`config.mk`:
```
export PLATFORM = sky130hd
export DESIGN_NAME = rvlab_clk_drp_seq
export DESIGN_NICKNAME = d
export VERILOG_FILES = /design/src/rtl/rvlab_clk_drp_pkg.sv /design/src/rtl/rvlab_clk_div_encode.sv /design/src/rtl/rvlab_clk_drp_seq.sv
export SDC_FILE = /design/constraint.sdc
export NUM_CORES = 1
export LEC_CHECK = 0
export ABC_AREA = 1
export CORE_AREA = 2 2 85 87
export CTS_BUF_LIST = sky130_fd_sc_hd__clkbuf_2 sky130_fd_sc_hd__clkbuf_4 sky130_fd_sc_hd__clkbuf_8
export DETAILED_ROUTE_END_ITERATION = 7
export DIE_AREA = 0 0 87 89
export PLACE_DENSITY = 0.73
export SLEW_MARGIN = 20
export SYNTH_ARGS = -nofsm -noshare
export SYNTH_HDL_FRONTEND = slang
export SYNTH_HIERARCHICAL = 1
export SYNTH_SLANG_ARGS = --single-unit
```
`constraint.sdc`:
```
create_clock -name clk_i -period 3.6 [get_ports clk_i]
set_clock_uncertainty 0.15 [all_clocks]
set_input_delay 0.54 -clock clk_i [delete_from_list [all_inputs] [get_ports clk_i]]
set_output_delay 0.54 -clock clk_i [all_outputs]
set_load 0.05 [all_outputs]
```
`src/rtl/rvlab_clk_drp_pkg.sv`:
```
// rvlab_clk_drp_pkg: shared types and MMCME2 CLKOUT0 register layout
// for the sys_clk reconfiguration sequencer.
package rvlab_clk_drp_pkg;

  typedef enum logic [3:0] {
    S_IDLE,
    S_HOLD_RST,
    S_RD1,
    S_WAIT_R1,
    S_WR1,
    S_WAIT_W1,
    S_RD2,
    S_WAIT_R2,
    S_WR2,
    S_WAIT_W2,
    S_RELEASE,
    S_WAIT_LOCK
  } state_e;

  typedef enum logic [1:0] {
    ErrNone,
    ErrBadDiv,
    ErrDrpTimeout,
    ErrLockTimeout
  } err_e;

  localparam logic [6:0]  CLKREG1_ADDR_DEF = 7'h08;
  localparam logic [6:0]  CLKREG2_ADDR_DEF = 7'h09;
  localparam logic [15:0] CLKREG1_KEEP_DEF = 16'h1000;
  localparam logic [15:0] CLKREG2_KEEP_DEF = 16'hFC00;

  localparam int HIGH_OFS  = 6;
  localparam int LOW_OFS   = 0;
  localparam int EDGE_OFS  = 7;
  localparam int NOCNT_OFS = 6;

  localparam logic [7:0] DIV_MAX = 8'd126;

  typedef struct packed {
    logic [5:0] high;
    logic [5:0] low;
    logic       edge_bit;
    logic       no_count;
    logic       valid;
  } div_fields_t;

endpackage

```
`src/rtl/rvlab_clk_div_encode.sv`:
```
// rvlab_clk_div_encode: integer divider to MMCME2 high/low/edge/no_count
// fields; shared by any CLKOUT or feedback divider.
module rvlab_clk_div_encode
  import rvlab_clk_drp_pkg::*;
(
  input  logic [7:0]  div_i,
  output div_fields_t fields_o
);

  always_comb begin
    fields_o.valid = (div_i != 8'd0) && (div_i <= DIV_MAX);
    if (div_i == 8'd1) begin
      fields_o.high     = 6'd1;
      fields_o.low      = 6'd1;
      fields_o.edge_bit = 1'b0;
      fields_o.no_count = 1'b1;
    end else begin
      // low = d - (d >> 1), i.e. the rounded-up half
      fields_o.high     = div_i[6:1];
      fields_o.low      = div_i[6:1] + 6'(div_i[0]);
      fields_o.edge_bit = div_i[0];
      fields_o.no_count = 1'b0;
    end
  end

endmodule

```
`src/rtl/rvlab_clk_drp_seq.sv`:
```
// rvlab_clk_drp_seq: holds the MMCM in reset, read-modify-writes the
// CLKOUT0 divider registers over DRP, then releases and waits for lock.
module rvlab_clk_drp_seq
  import rvlab_clk_drp_pkg::*;
#(
  parameter logic [6:0]  CLKREG1_ADDR = CLKREG1_ADDR_DEF,
  parameter logic [6:0]  CLKREG2_ADDR = CLKREG2_ADDR_DEF,
  parameter logic [15:0] CLKREG1_KEEP = CLKREG1_KEEP_DEF,
  parameter logic [15:0] CLKREG2_KEEP = CLKREG2_KEEP_DEF,
  parameter logic [7:0]  RESET_DIV    = 8'd18,
  parameter int unsigned RST_CYCLES   = 4,
  parameter int unsigned DRDY_TIMEOUT = 64,
  parameter int unsigned LOCK_TIMEOUT = 65535
) (
  input  logic        clk_i,
  input  logic        rst_ni,
  input  logic        req_valid_i,
  output logic        req_ready_o,
  input  logic [7:0]  req_div_i,
  output logic        busy_o,
  output logic        done_o,
  output logic [1:0]  err_o,
  output logic [7:0]  cur_div_o,
  output logic        drp_den_o,
  output logic        drp_dwe_o,
  output logic [6:0]  drp_daddr_o,
  output logic [15:0] drp_di_o,
  input  logic [15:0] drp_do_i,
  input  logic        drp_drdy_i,
  output logic        mmcm_rst_o,
  input  logic        mmcm_locked_i
);

  localparam logic [15:0] RST_LD  = 16'(RST_CYCLES - 1);
  localparam logic [15:0] DRDY_LD = 16'(DRDY_TIMEOUT - 1);
  localparam logic [15:0] LOCK_LD = 16'(LOCK_TIMEOUT - 1);

  state_e      state_q, state_d;
  err_e        err_q, err_d;
  logic [15:0] cnt_q, cnt_d;
  logic [15:0] rd_q, rd_d;
  logic [7:0]  div_q, div_d;
  logic [7:0]  cur_q, cur_d;
  logic        done_q, done_d;
  logic        tmo_q, tmo_d;

  logic [7:0]  enc_div;
  div_fields_t f;
  logic [15:0] reg1_new;
  logic [15:0] reg2_new;
  logic        cnt_zero;

  // Idle validates the incoming request; later states use the latched one
  assign enc_div = (state_q == S_IDLE) ? req_div_i : div_q;

  rvlab_clk_div_encode u_enc (
    .div_i    (enc_div),
    .fields_o (f)
  );

  assign reg1_new = (rd_q & CLKREG1_KEEP)
                  | (16'(f.high) << HIGH_OFS)
                  | (16'(f.low) << LOW_OFS);
  assign reg2_new = (rd_q & CLKREG2_KEEP)
                  | (16'(f.edge_bit) << EDGE_OFS)
                  | (16'(f.no_count) << NOCNT_OFS);

  assign cnt_zero = (cnt_q == 16'd0);

  always_ff @(posedge clk_i or negedge rst_ni) begin
    if (!rst_ni) begin
      state_q <= S_IDLE;
      err_q   <= ErrNone;
      cnt_q   <= 16'd0;
      rd_q    <= 16'd0;
      div_q   <= 8'd0;
      cur_q   <= RESET_DIV;
      done_q  <= 1'b0;
      tmo_q   <= 1'b0;
    end else begin
      state_q <= state_d;
      err_q   <= err_d;
      cnt_q   <= cnt_d;
      rd_q    <= rd_d;
      div_q   <= div_d;
      cur_q   <= cur_d;
      done_q  <= done_d;
      tmo_q   <= tmo_d;
    end
  end

  always_comb begin
    state_d = state_q;
    err_d   = err_q;
    cnt_d   = cnt_zero ? cnt_q : cnt_q - 16'd1;
    rd_d    = rd_q;
    div_d   = div_q;
    cur_d   = cur_q;
    done_d  = 1'b0;
    tmo_d   = tmo_q;
    unique case (state_q)
      S_IDLE: begin
        if (req_valid_i) begin
          if (f.valid) begin
            state_d = S_HOLD_RST;
            cnt_d   = RST_LD;
            div_d   = req_div_i;
            tmo_d   = 1'b0;
          end else begin
            done_d = 1'b1;
            err_d  = ErrBadDiv;
          end
        end
      end
      S_HOLD_RST: begin
        if (cnt_zero) state_d = S_RD1;
      end
      S_RD1: begin
        state_d = S_WAIT_R1;
        cnt_d   = DRDY_LD;
      end
      S_WAIT_R1: begin
        if (drp_drdy_i) begin
          rd_d    = drp_do_i;
          state_d = S_WR1;
        end else if (cnt_zero) begin
          tmo_d   = 1'b1;
          state_d = S_RELEASE;
        end
      end
      S_WR1: begin
        state_d = S_WAIT_W1;
        cnt_d   = DRDY_LD;
      end
      S_WAIT_W1: begin
        if (drp_drdy_i) begin
          state_d = S_RD2;
        end else if (cnt_zero) begin
          tmo_d   = 1'b1;
          state_d = S_RELEASE;
        end
      end
      S_RD2: begin
        state_d = S_WAIT_R2;
        cnt_d   = DRDY_LD;
      end
      S_WAIT_R2: begin
        if (drp_drdy_i) begin
          rd_d    = drp_do_i;
          state_d = S_WR2;
        end else if (cnt_zero) begin
          tmo_d   = 1'b1;
          state_d = S_RELEASE;
        end
      end
      S_WR2: begin
        state_d = S_WAIT_W2;
        cnt_d   = DRDY_LD;
      end
      S_WAIT_W2: begin
        if (drp_drdy_i) begin
          state_d = S_RELEASE;
        end else if (cnt_zero) begin
          tmo_d   = 1'b1;
          state_d = S_RELEASE;
        end
      end
      S_RELEASE: begin
        if (tmo_q) begin
          state_d = S_IDLE;
          done_d  = 1'b1;
          err_d   = ErrDrpTimeout;
        end else begin
          state_d = S_WAIT_LOCK;
          cnt_d   = LOCK_LD;
        end
      end
      S_WAIT_LOCK: begin
        // first cycle ignored: locked may still be stale from before reset
        if (mmcm_locked_i && cnt_q != LOCK_LD) begin
          state_d = S_IDLE;
          done_d  = 1'b1;
          err_d   = ErrNone;
          cur_d   = div_q;
        end else if (cnt_zero) begin
          state_d = S_IDLE;
          done_d  = 1'b1;
          err_d   = ErrLockTimeout;
          cur_d   = div_q;
        end
      end
      default: state_d = S_IDLE;
    endcase
  end

  assign req_ready_o = (state_q == S_IDLE);
  assign busy_o      = (state_q != S_IDLE);
  assign done_o      = done_q;
  assign err_o       = err_q;
  assign cur_div_o   = cur_q;

  assign drp_den_o  = state_q inside {S_RD1, S_WR1, S_RD2, S_WR2};
  assign drp_dwe_o  = state_q inside {S_WR1, S_WR2};
  assign mmcm_rst_o = state_q inside {S_HOLD_RST, S_RD1, S_WAIT_R1,
                                      S_WR1, S_WAIT_W1, S_RD2,
                                      S_WAIT_R2, S_WR2, S_WAIT_W2};

  always_comb begin
    drp_daddr_o = 7'd0;
    drp_di_o    = 16'd0;
    unique case (state_q)
      S_RD1:   drp_daddr_o = CLKREG1_ADDR;
      S_RD2:   drp_daddr_o = CLKREG2_ADDR;
      S_WR1: begin
        drp_daddr_o = CLKREG1_ADDR;
        drp_di_o    = reg1_new;
      end
      S_WR2: begin
        drp_daddr_o = CLKREG2_ADDR;
        drp_di_o    = reg2_new;
      end
      default: ;
    endcase
  end

endmodule

```
=== Word-level counts from Yosys, hierarchy flattened ===
Cells that the tools add are included.

* Equality and inequality tests: 21
* Order comparisons: 1
* $add $sub $neg: 2
* Multiplexer cells: 40
* Divide/modulo/power cells: 0
* Shift operators: 0
* Bitwise gates (word level): 4
* $mul: 0
* Reductions and logical operators: 23

{| class="wikitable"
|+ Operators with widths
! kind !! count
|-
| $mux 16 || 4
|-
| $pmux 16 s3 || 1
|-
| $pmux 4 s12 || 1
|-
| $mux 4 || 11
|-
| $pmux 16 s2 || 1
|-
| $mux 8 || 3
|-
| $eq 4x3->1 const B || 4
|-
| $eq 4x4->1 const B || 4
|-
| $logic_not 16->1 || 1
|-
| $ne 16x16->1 const B || 1
|-
| $or 16x7->16 || 1
|-
| $or 16x8->16 || 1
|-
| $sub 16x1->16 const B || 1
|-
| $mux 14 || 1
|-
| $or 13x12->13 || 1
|-
| $or 13x6->13 || 1
|-
| $mux 2 || 5
|-
| $ne 2x2->1 const B || 5
|-
| $reduce_and 5->1 || 2
|-
| $mux 1 || 9
|-
| $reduce_bool 9->1 || 1
|-
| $eq 4x2->1 const B || 2
|-
| $eq 8x1->1 const B || 1
|-
| $le 8x7->1 const B || 1
|-
| other kinds (19) || 28
|}

* Latch bits: 0
* Output and inout bits: 39
* Memory bits (read-only): 0
* Bits in writable memories: 0
* Register bits after elaboration: 56
* Word-level logic and storage cells: 99
* Memories: 0

=== Depth between registers and ports, before layout ===
Gate-level depths: netlist (run 1).

* Depth in word-level cells: 7
* Gate-level depth with buffers: 20
* Depth with buffers taken out: 17

=== Cells and area by module ===
Netlist (run 1), hierarchy kept.

{| class="wikitable"
|+ Modules (own cells, without submodules)
! module !! area an instance (um^2) !! cells each !! times used
|-
| rvlab_clk_drp_seq || 2841.5 || 400 || 1
|-
| rvlab_clk_div_encode || 276.5 || 46 || 1
|}

=== Worst setup path after synthesis (run 1) ===
No wires, ideal clock.

* Path kind: register -> output
* Start: register state_q[1]
* End: output port drp_di_o[5]
* Arrival: 2807 ps
* Cell stages (with the launch flop): 16
* Buffers on the path: 3
* Data required time: 2910 ps
* Setup slack: 103 ps
* Path through: dfrtp_1 -> buf_2 -> nor2_1 -> nand2_1 -> buf_4 -> inv_2 -> buf_2 -> o21ai_0 -> nand2_2 -> nor2_4 -> nand2_1 -> nand2_1 -> nand2_1 -> inv_1 -> inv_1 -> nor2_1

{| class="wikitable"
|+ RTL lines
! item !! line !! RTL
|-
| from (decl) || rvlab_clk_drp_seq.sv:38 || <nowiki>state_e state_q, state_d;</nowiki>
|-
| from (signal assigned) || rvlab_clk_drp_seq.sv:81 || <nowiki>state_q <= state_d;</nowiki>
|-
| to (decl) || rvlab_clk_drp_seq.sv:27 || <nowiki>output logic [15:0] drp_di_o,</nowiki>
|}

=== Final worst setup path (run 1) ===
* Start: register state_q[0]
* End: output port drp_di_o[11]

* Word-level cells in the longest chain between the ends: 7
* Elaborated cells between the ends (all ways): 9

{| class="wikitable"
|+ Ends and longest elaborated chain
! item !! line !! RTL
|-
| $logic_not 4->1 * || rvlab_clk_drp_seq.sv:54 || <nowiki>assign enc_div = (state_q == S_IDLE) ? req_div_i : div_q;</nowiki>
|-
| $mux 8 * || rvlab_clk_drp_seq.sv:54 ||
|-
| via enc_div[6] || rvlab_clk_drp_seq.sv:47 || <nowiki>logic [7:0] enc_div;</nowiki>
|-
| $eq 8x1->1 || rvlab_clk_div_encode.sv:12 || <nowiki>if (div_i == 8'd1) begin</nowiki>
|-
| $mux 14 * || rvlab_clk_div_encode.sv:12 ||
|-
| $or 13x12->13 * || rvlab_clk_drp_seq.sv:62 || <nowiki>| (16'(f.high) << HIGH_OFS)</nowiki>
|-
| $or 13x6->13 * || rvlab_clk_drp_seq.sv:63 || <nowiki>| (16'(f.low) << LOW_OFS);</nowiki>
|-
| $pmux 16 s2 * || rvlab_clk_drp_seq.sv:211 || <nowiki>unique case (state_q)</nowiki>
|}

The timed path passes the listed nets; every way through them passes the cells marked *.

==> impl_metrics.csv, run 1 <==
group,metric,value,unit
outcome,status,"complete, no violations",
detailed_routing,drt_iter0_drc,171,
synth,synth_edf_count,0,
critical_path,crit_path_end_kind,"output pin",
cts,clock_latency,310,ps
placed_design,dp.final_hpwl,5380,um
grt,grt_pass1_wl,11900,um
placed_design,port_buffers,52,
detailed_routing,wl_met2,3340,um
synth,ys_ff_latch,46,
detailed_routing,drc_errors,0,
critical_path,required,2910,ps
detailed_routing,routed_wirelength,7160,um
floorplan,coreArea,6720,um^2
synth,yosys-top-cells-area,"dfrtp_1, nand2_1, nor2_1",
timing,setup-violations-final,0,
cts,cts_tree,"done",
detailed_routing,routed.top_layer,"met4",
placed_design,gp_congestion,0.962,
grt,grt_antenna_before_repair,0,
cells_and_area,diodes,0,
cts,clock_tree.buffer_depth,2,
synth,synth_cell_types,36,
cts,clk_pin_slew_worst_paths,100,ps
synth,synth_most_common_cell,"nand2_1",
cts,clock_sinks,46,
power_and_ir_drop,irDropWorstVdd,0.382,mV
detailed_routing,ant_nets,0,
synth,synthCells,446,
critical_path,worst-path-max-fanout,12,
critical_path,path_common_cell,"nand2_1",
grt,grt_usage,19.0,%
floorplan,die_area,7740,um^2
synth,async_reset_ff_share,100,%
detailed_routing,routedWlPerCell,12.5,um
cts,cts-hold-fix-buffers,0,
timing,hold_violations,0,
hold_path,hp-class,"primary input to async pin",
synth,synth_area,3120,um^2
timing,rsz0062_at_grt,"yes",
synth,yosys_warnings,6,
cts,cts_made_buffers,5,
critical_path,cp_slowest_stage_delay,800,ps
detailed_routing,num_vias,2907,
floorplan,die-height,89,um
floorplan,die_x,87,um
grt,grt_max_degree,47,
detailed_routing,drt-met1-wl,3320,um
synth,synth_area_leader_cell,"dfrtp_1",
synth,syn_area_per_cell,6.99,um^2
cts,cts_root_buf,"clkbuf_8",
timing,maxSlewViolCount,0,
timing,fin_crit_sh,94.9,%
cells_and_area,final_util,57.5,%
power_and_ir_drop,p_leak,0.00196,uW
critical_path,cp_cell_sequence,"nor2_1, nand2_1, inv_2, nand2_1, o21ai_0, buf_4, nand3_1, nand2_1, clkdlybuf4s50_1",
critical_path,worst-setup-path-type,"flop to output pin",
power_and_ir_drop,powerDensity,893,nW/um^2
timing,period_needed,3420,ps
cells_and_area,n_fill_cell,637,
run,cap_violations,0,
floorplan,row_count,30,
cells_and_area,syn_to_final_growth,24.0,%
critical_path,worstSetupStartpointType,"flop",
detailed_routing,routed_via_density,5.06,
synth,ys_seq_area_share,37.0,%
floorplan,ioPinCount,68,
grt,grt_overflow,0,
cts,htree_levels,2,
detailed_routing,dr.pass1.iters,4,
synth,synth_top_area_share,35.3,%
critical_path,crit_slowest_cell,"clkdlybuf4s50_1",
timing,worst_slack,182,ps
cells_and_area,final_nets,531,
synth,ys.flop_type,"dfrtp_1",
timing,max_slew_margin,62.2,%
detailed_routing,dr_wl_met3,382,um
timing,timing.fmax,0.293,GHz
timing,worstMarginPinSlew,567,ps
placed_design,dp_slack,300,ps
cells_and_area,drive_gt1_share,14.3,%
floorplan,initial_core_util,46.4,%
critical_path,r2r_cells,16,
critical_path,worstPathArrival,2730,ps
grt,grt_pass1_vias,2703,
synth,synth_common_cells,"nand2_1, nor2_1, inv_1",
-- worst paths after layout --
kind                                          startpoint                       end  slack, ps
worst max-delay path              state_q[0]$_DFFE_PN0P_              drp_di_o[11]        180
worst min-delay path                              rst_ni       cnt_q[14]$_DFF_PN0_         60
worst max register to register    state_q[0]$_DFFE_PN0P_       cnt_q[15]$_DFF_PN0_        520
worst min register to register  cur_div_o[1]$_DFFE_PN1P_  cur_div_o[1]$_DFFE_PN1P_        330
max in group asynchronous                         rst_ni  cur_div_o[4]$_DFFE_PN1P_       2840
min in group clk_i              cur_div_o[1]$_DFFE_PN1P_  cur_div_o[1]$_DFFE_PN1P_        330
-- where the power goes --
group          total (uW)  internal, uW  switching (uW)
registers             904           726             178
logic                2150           764            1390
clock network         398           207             192
total                3450          1700            1760
-- what timing repair did --
item / in CTS / in global routing
resized for setup: 0 / 4
setup endpoints to repair: 0 / 6
buffers inserted: 0 / 0
-- worst max-delay path: cells and delay by family (launching register included) --
kind / cells / cell delay [ps]
simple gates: 5 / 680
buf+inv: 3 / 1160
compound gates: 1 / 80
flops: 1 / 470
-- logic make-up after synthesis --
kind of cell,count (synthesis),synth area share (%)
AND/OR/NAND/NOR,244,34.5
buffers and inverters,76,10.8
AO/OA/AOI/OAI,62,11.6
flip-flops,46,37.0
adder cells (fa/ha/maj),8,3.21
XOR/XNOR,6,1.69
multiplexers,3,1.08
other,1,0.120
-- layer usage --
layer / up-vias / track usage, %
li1: 1487 / -
met1: 1331 / 24.9
met2: 80 / 31.2
met3: 9 / 4.25
met4: 0 / 6.39
met5: - / 0
-- state kept, by name, indices dropped and copies added (netlist names) --
name and count:
done_o 1, err_o 2, cur_div_o 8, cnt_q 16
div_q 8, state_q 4, tmo_q 1, rd_q 6
-- layout by cell type (no fill, tap or decap), types with 2 or more instances in the layout --
cell               n
dfrtp_1           44
clkinvlp_4         2
clkdlybuf4s50_1   40
o21bai_1           2
dfstp_2            2
ha_1               8
o21ai_2            6
nand3_1           42
a21o_1             5
or2_2              3
a21oi_1            8
mux2_2             3
buf_4             11
xnor2_1            4
nand2_2            6
clkbuf_8           5
buf_12             8
nor2_4             3
nand4_1            2
xor2_1             2
nor2_2             8
nand3_2            3
inv_2              8
o21ai_0           20
nand2_1          113
inv_1             45
conb_1             5
nor2_1            61
o21ai_1           16
-- area by class of cell --
class | instances | area [um^2] | share of cell area, %
inverters | 53 | 199 | 5.15
clock buffers | 5 | 68.8 | 1.78
repair buffers | 60 | 656 | 17.0
multi-input cells | 328 | 1640 | 42.5
well taps | 80 | 100 | 2.59
clock inverters | 3 | 45.0 | 1.17
flip-flops and latches | 46 | 1150 | 29.8
-- per-stage QoR --
step	cell area [um^2]	instances	power, uW	hold slack [ps]	setup TNS (ps)
CTS	3860	575	3450	276	0
floorplan	3130	450	2500	94.4	0
detailed placement	3750	567	3040	309	0
global placement	3750	567	2990	302	0
finish	3870	575	3450	59.5	0
global route	3870	575	3740	109	-4.96
No activity file was read; power rests on OpenSTA's default activity.
==> run 2: changes to the inputs <==
Settings changed: HOLD_SLACK_MARGIN from default to 0.05.
==> results of run 2 <==
The final DEF is identical to that of run 1; final timing and power are the same.
==> run 3: changes to the inputs <==
Settings changed: PLACE_DENSITY 0.73 to default, PLACE_DENSITY_LB_ADDON from default to 0.12.
==> run 3 against run 2 <==
Critical path depth rose by 3; final area fell by 0.16%; routed wire length rose by 0.81%; sequential cell count did not move; highest routed layer unchanged.
==> impl_metrics.csv, run 3 (synthesis gave the netlist of run 1 again) <==
group,metric,value,unit
grt,grt_usage,19.6,%
cells_and_area,top_register,"cnt_q",
grt,grt_pass1_vias,2622,
critical_path,worstSetupStartpointType,"flop",
grt,grt_overflow,0,
detailed_routing,ant_nets,0,
cts,clock_latency,300,ps
power_and_ir_drop,p_leak,0.00196,uW
critical_path,cp_slowest_stage_delay,470,ps
cts,cts_made_buffers,5,
critical_path,crit_family,"simple AND/OR/NAND/NOR gates",
critical_path,worst-path-max-fanout,7,
detailed_routing,num_vias,2883,
critical_path,worst-setup-path-type,"flop to output pin",
cts,clock_tree.buffer_depth,2,
cells_and_area,design_area,3860,um^2
floorplan,die-height,89,um
timing,setup-tns-final,0,ps
timing,timing.fmax,0.298,GHz
floorplan,die_x,87,um
grt,grt_max_degree,47,
grt,grt_pass1_wl,12100,um
placed_design,gp_congestion,0.881,
timing,fin_crit_sh,93.3,%
grt,grt_antenna_before_repair,0,
placed_design,dp_slack,303,ps
detailed_routing,routedWlPerCell,12.5,um
placed_design,port_buffers,52,
hold_path,hp-class,"primary input to async pin",
detailed_routing,drc_errors,0,
timing,rsz0062_at_grt,"no",
cells_and_area,syn_to_final_growth,23.8,%
floorplan,row_count,30,
detailed_routing,dr.pass1.iters,4,
timing,setup-violations-final,0,
timing,max_slew_margin,60.9,%
critical_path,crit_slowest_cell,"dfrtp_1",
cells_and_area,largest_register_ff_count,16,
cts,cts_root_buf,"clkbuf_8",
power_and_ir_drop,powerDensity,876,nW/um^2
critical_path,required,2910,ps
cells_and_area,drive_gt1_share,14.5,%
floorplan,initial_core_util,46.4,%
critical_path,cp_cell_sequence,"nor2_1, nand2_2, buf_4, nand2_1, o21ai_1, ha_1, ha_1, xnor2_1, nor2_2, inv_1, nor2_1, buf_12",
outcome,status,"complete, no violations",
timing,maxSlewViolCount,0,
cts,clock_sinks,46,
critical_path,crit_buf_inv,3,
timing,worstMarginPinSlew,586,ps
cells_and_area,most-common-layout-cells,"nand2_1, nor2_1, inv_1",
cts,cts_tree,"done",
cells_and_area,layout_commonest_cell,"nand2_1",
cts,post_cts_buffers,0,
cells_and_area,final_util,57.4,%
detailed_routing,routed_wirelength,7220,um
floorplan,coreArea,6720,um^2
cts,htree_levels,2,
cells_and_area,final_nets,532,
placed_design,placed_area,3760,um^2
power_and_ir_drop,irDropWorstVdd,0.601,mV
detailed_routing,drt_iter0_drc,137,
cells_and_area,diodes,0,
cts,clk_pin_slew_worst_paths,90,ps
critical_path,crit_path_end_kind,"output pin",
timing,hold_violations,0,
timing,worst_slack,241,ps
placed_design,dp.final_hpwl,5640,um
critical_path,worstPathArrival,2670,ps
detailed_routing,routed_via_density,5.01,
run,cap_violations,0,
timing,period_needed,3360,ps
floorplan,die_area,7740,um^2
floorplan,ioPinCount,68,
==> run 3: changes by cell type in the layout (fill, tap and decap cells not counted), sizes merged <==
cell	delta
bufinv	-1
clkbuf	+1
clkdlybuf4s50	+1
clkinv	+1
clkinvlp	-1
==> run 3: worst paths after layout <==
check	slack (ps)	end	from	cells past startpoint
max in group asynchronous	2810	cur_div_o[7]$_DFFE_PN0P_	rst_ni	1
worst max register to register	610	cnt_q[15]$_DFF_PN0_	state_q[0]$_DFFE_PN0P_	16
worst min register to register	310	cur_div_o[1]$_DFFE_PN1P_	cur_div_o[1]$_DFFE_PN1P_	2
min in group clk_i	310	cur_div_o[1]$_DFFE_PN1P_	cur_div_o[1]$_DFFE_PN1P_	2
worst min-delay path	100	cnt_q[8]$_DFF_PN0_	rst_ni	1
worst max-delay path	240	drp_di_o[2]	state_q[0]$_DFFE_PN0P_	12
==> run 3: what timing repair did <==
item	CTS	global route
hold buffers	0	0
hold endpoints to repair	0	0
resized for setup	0	6
endpoints found under the setup margin	0	12
==> run 3: worst reg2reg max path: cells and delay by family, from the launching register on <==
family          cells  cell delay [ps]
compound gates      1              310
simple gates       12             1510
flops               1              470
buf+inv             3              430
==> run 3: power by group <==
| part | internal [uW] | switching, uW | total (uW) |
|---|---|---|---|
| logic | 767 | 1390 | 2160 |
| registers | 726 | 166 | 892 |
| clock network | 155 | 178 | 333 |
| total | 1650 | 1730 | 3380 |
==> run 3: metal layers <==
layer	global-route usage (%)	wire length (um)	vias to the layer above
met5	0	0	-
met4	5.68	64	0
met3	3.79	328	6
met2	32.1	3350	64
met1	26.4	3470	1318
li1	-	-	1495
==> run 3: area by class of cell <==
type,instances,area [um^2]
clock buffer,6,82.6
clock inverter,2,12.5
fill,660,2860
inverter,53,199
multi-input combinational,328,1650
sequential,46,1150
tap,80,100
timing repair buffer,61,666
==> run 3: through the flow <==
stage / total power, uW / hold slack (ps) / cells
6_report: 3380 / 95.9 / 576
2_1_floorplan: 2500 / 94.4 / 450
3_3_place_gp: 3010 / 302 / 568
5_1_grt: 3700 / 126 / 576
4_1_cts: 3390 / 306 / 576
3_5_place_dp: 3050 / 303 / 568
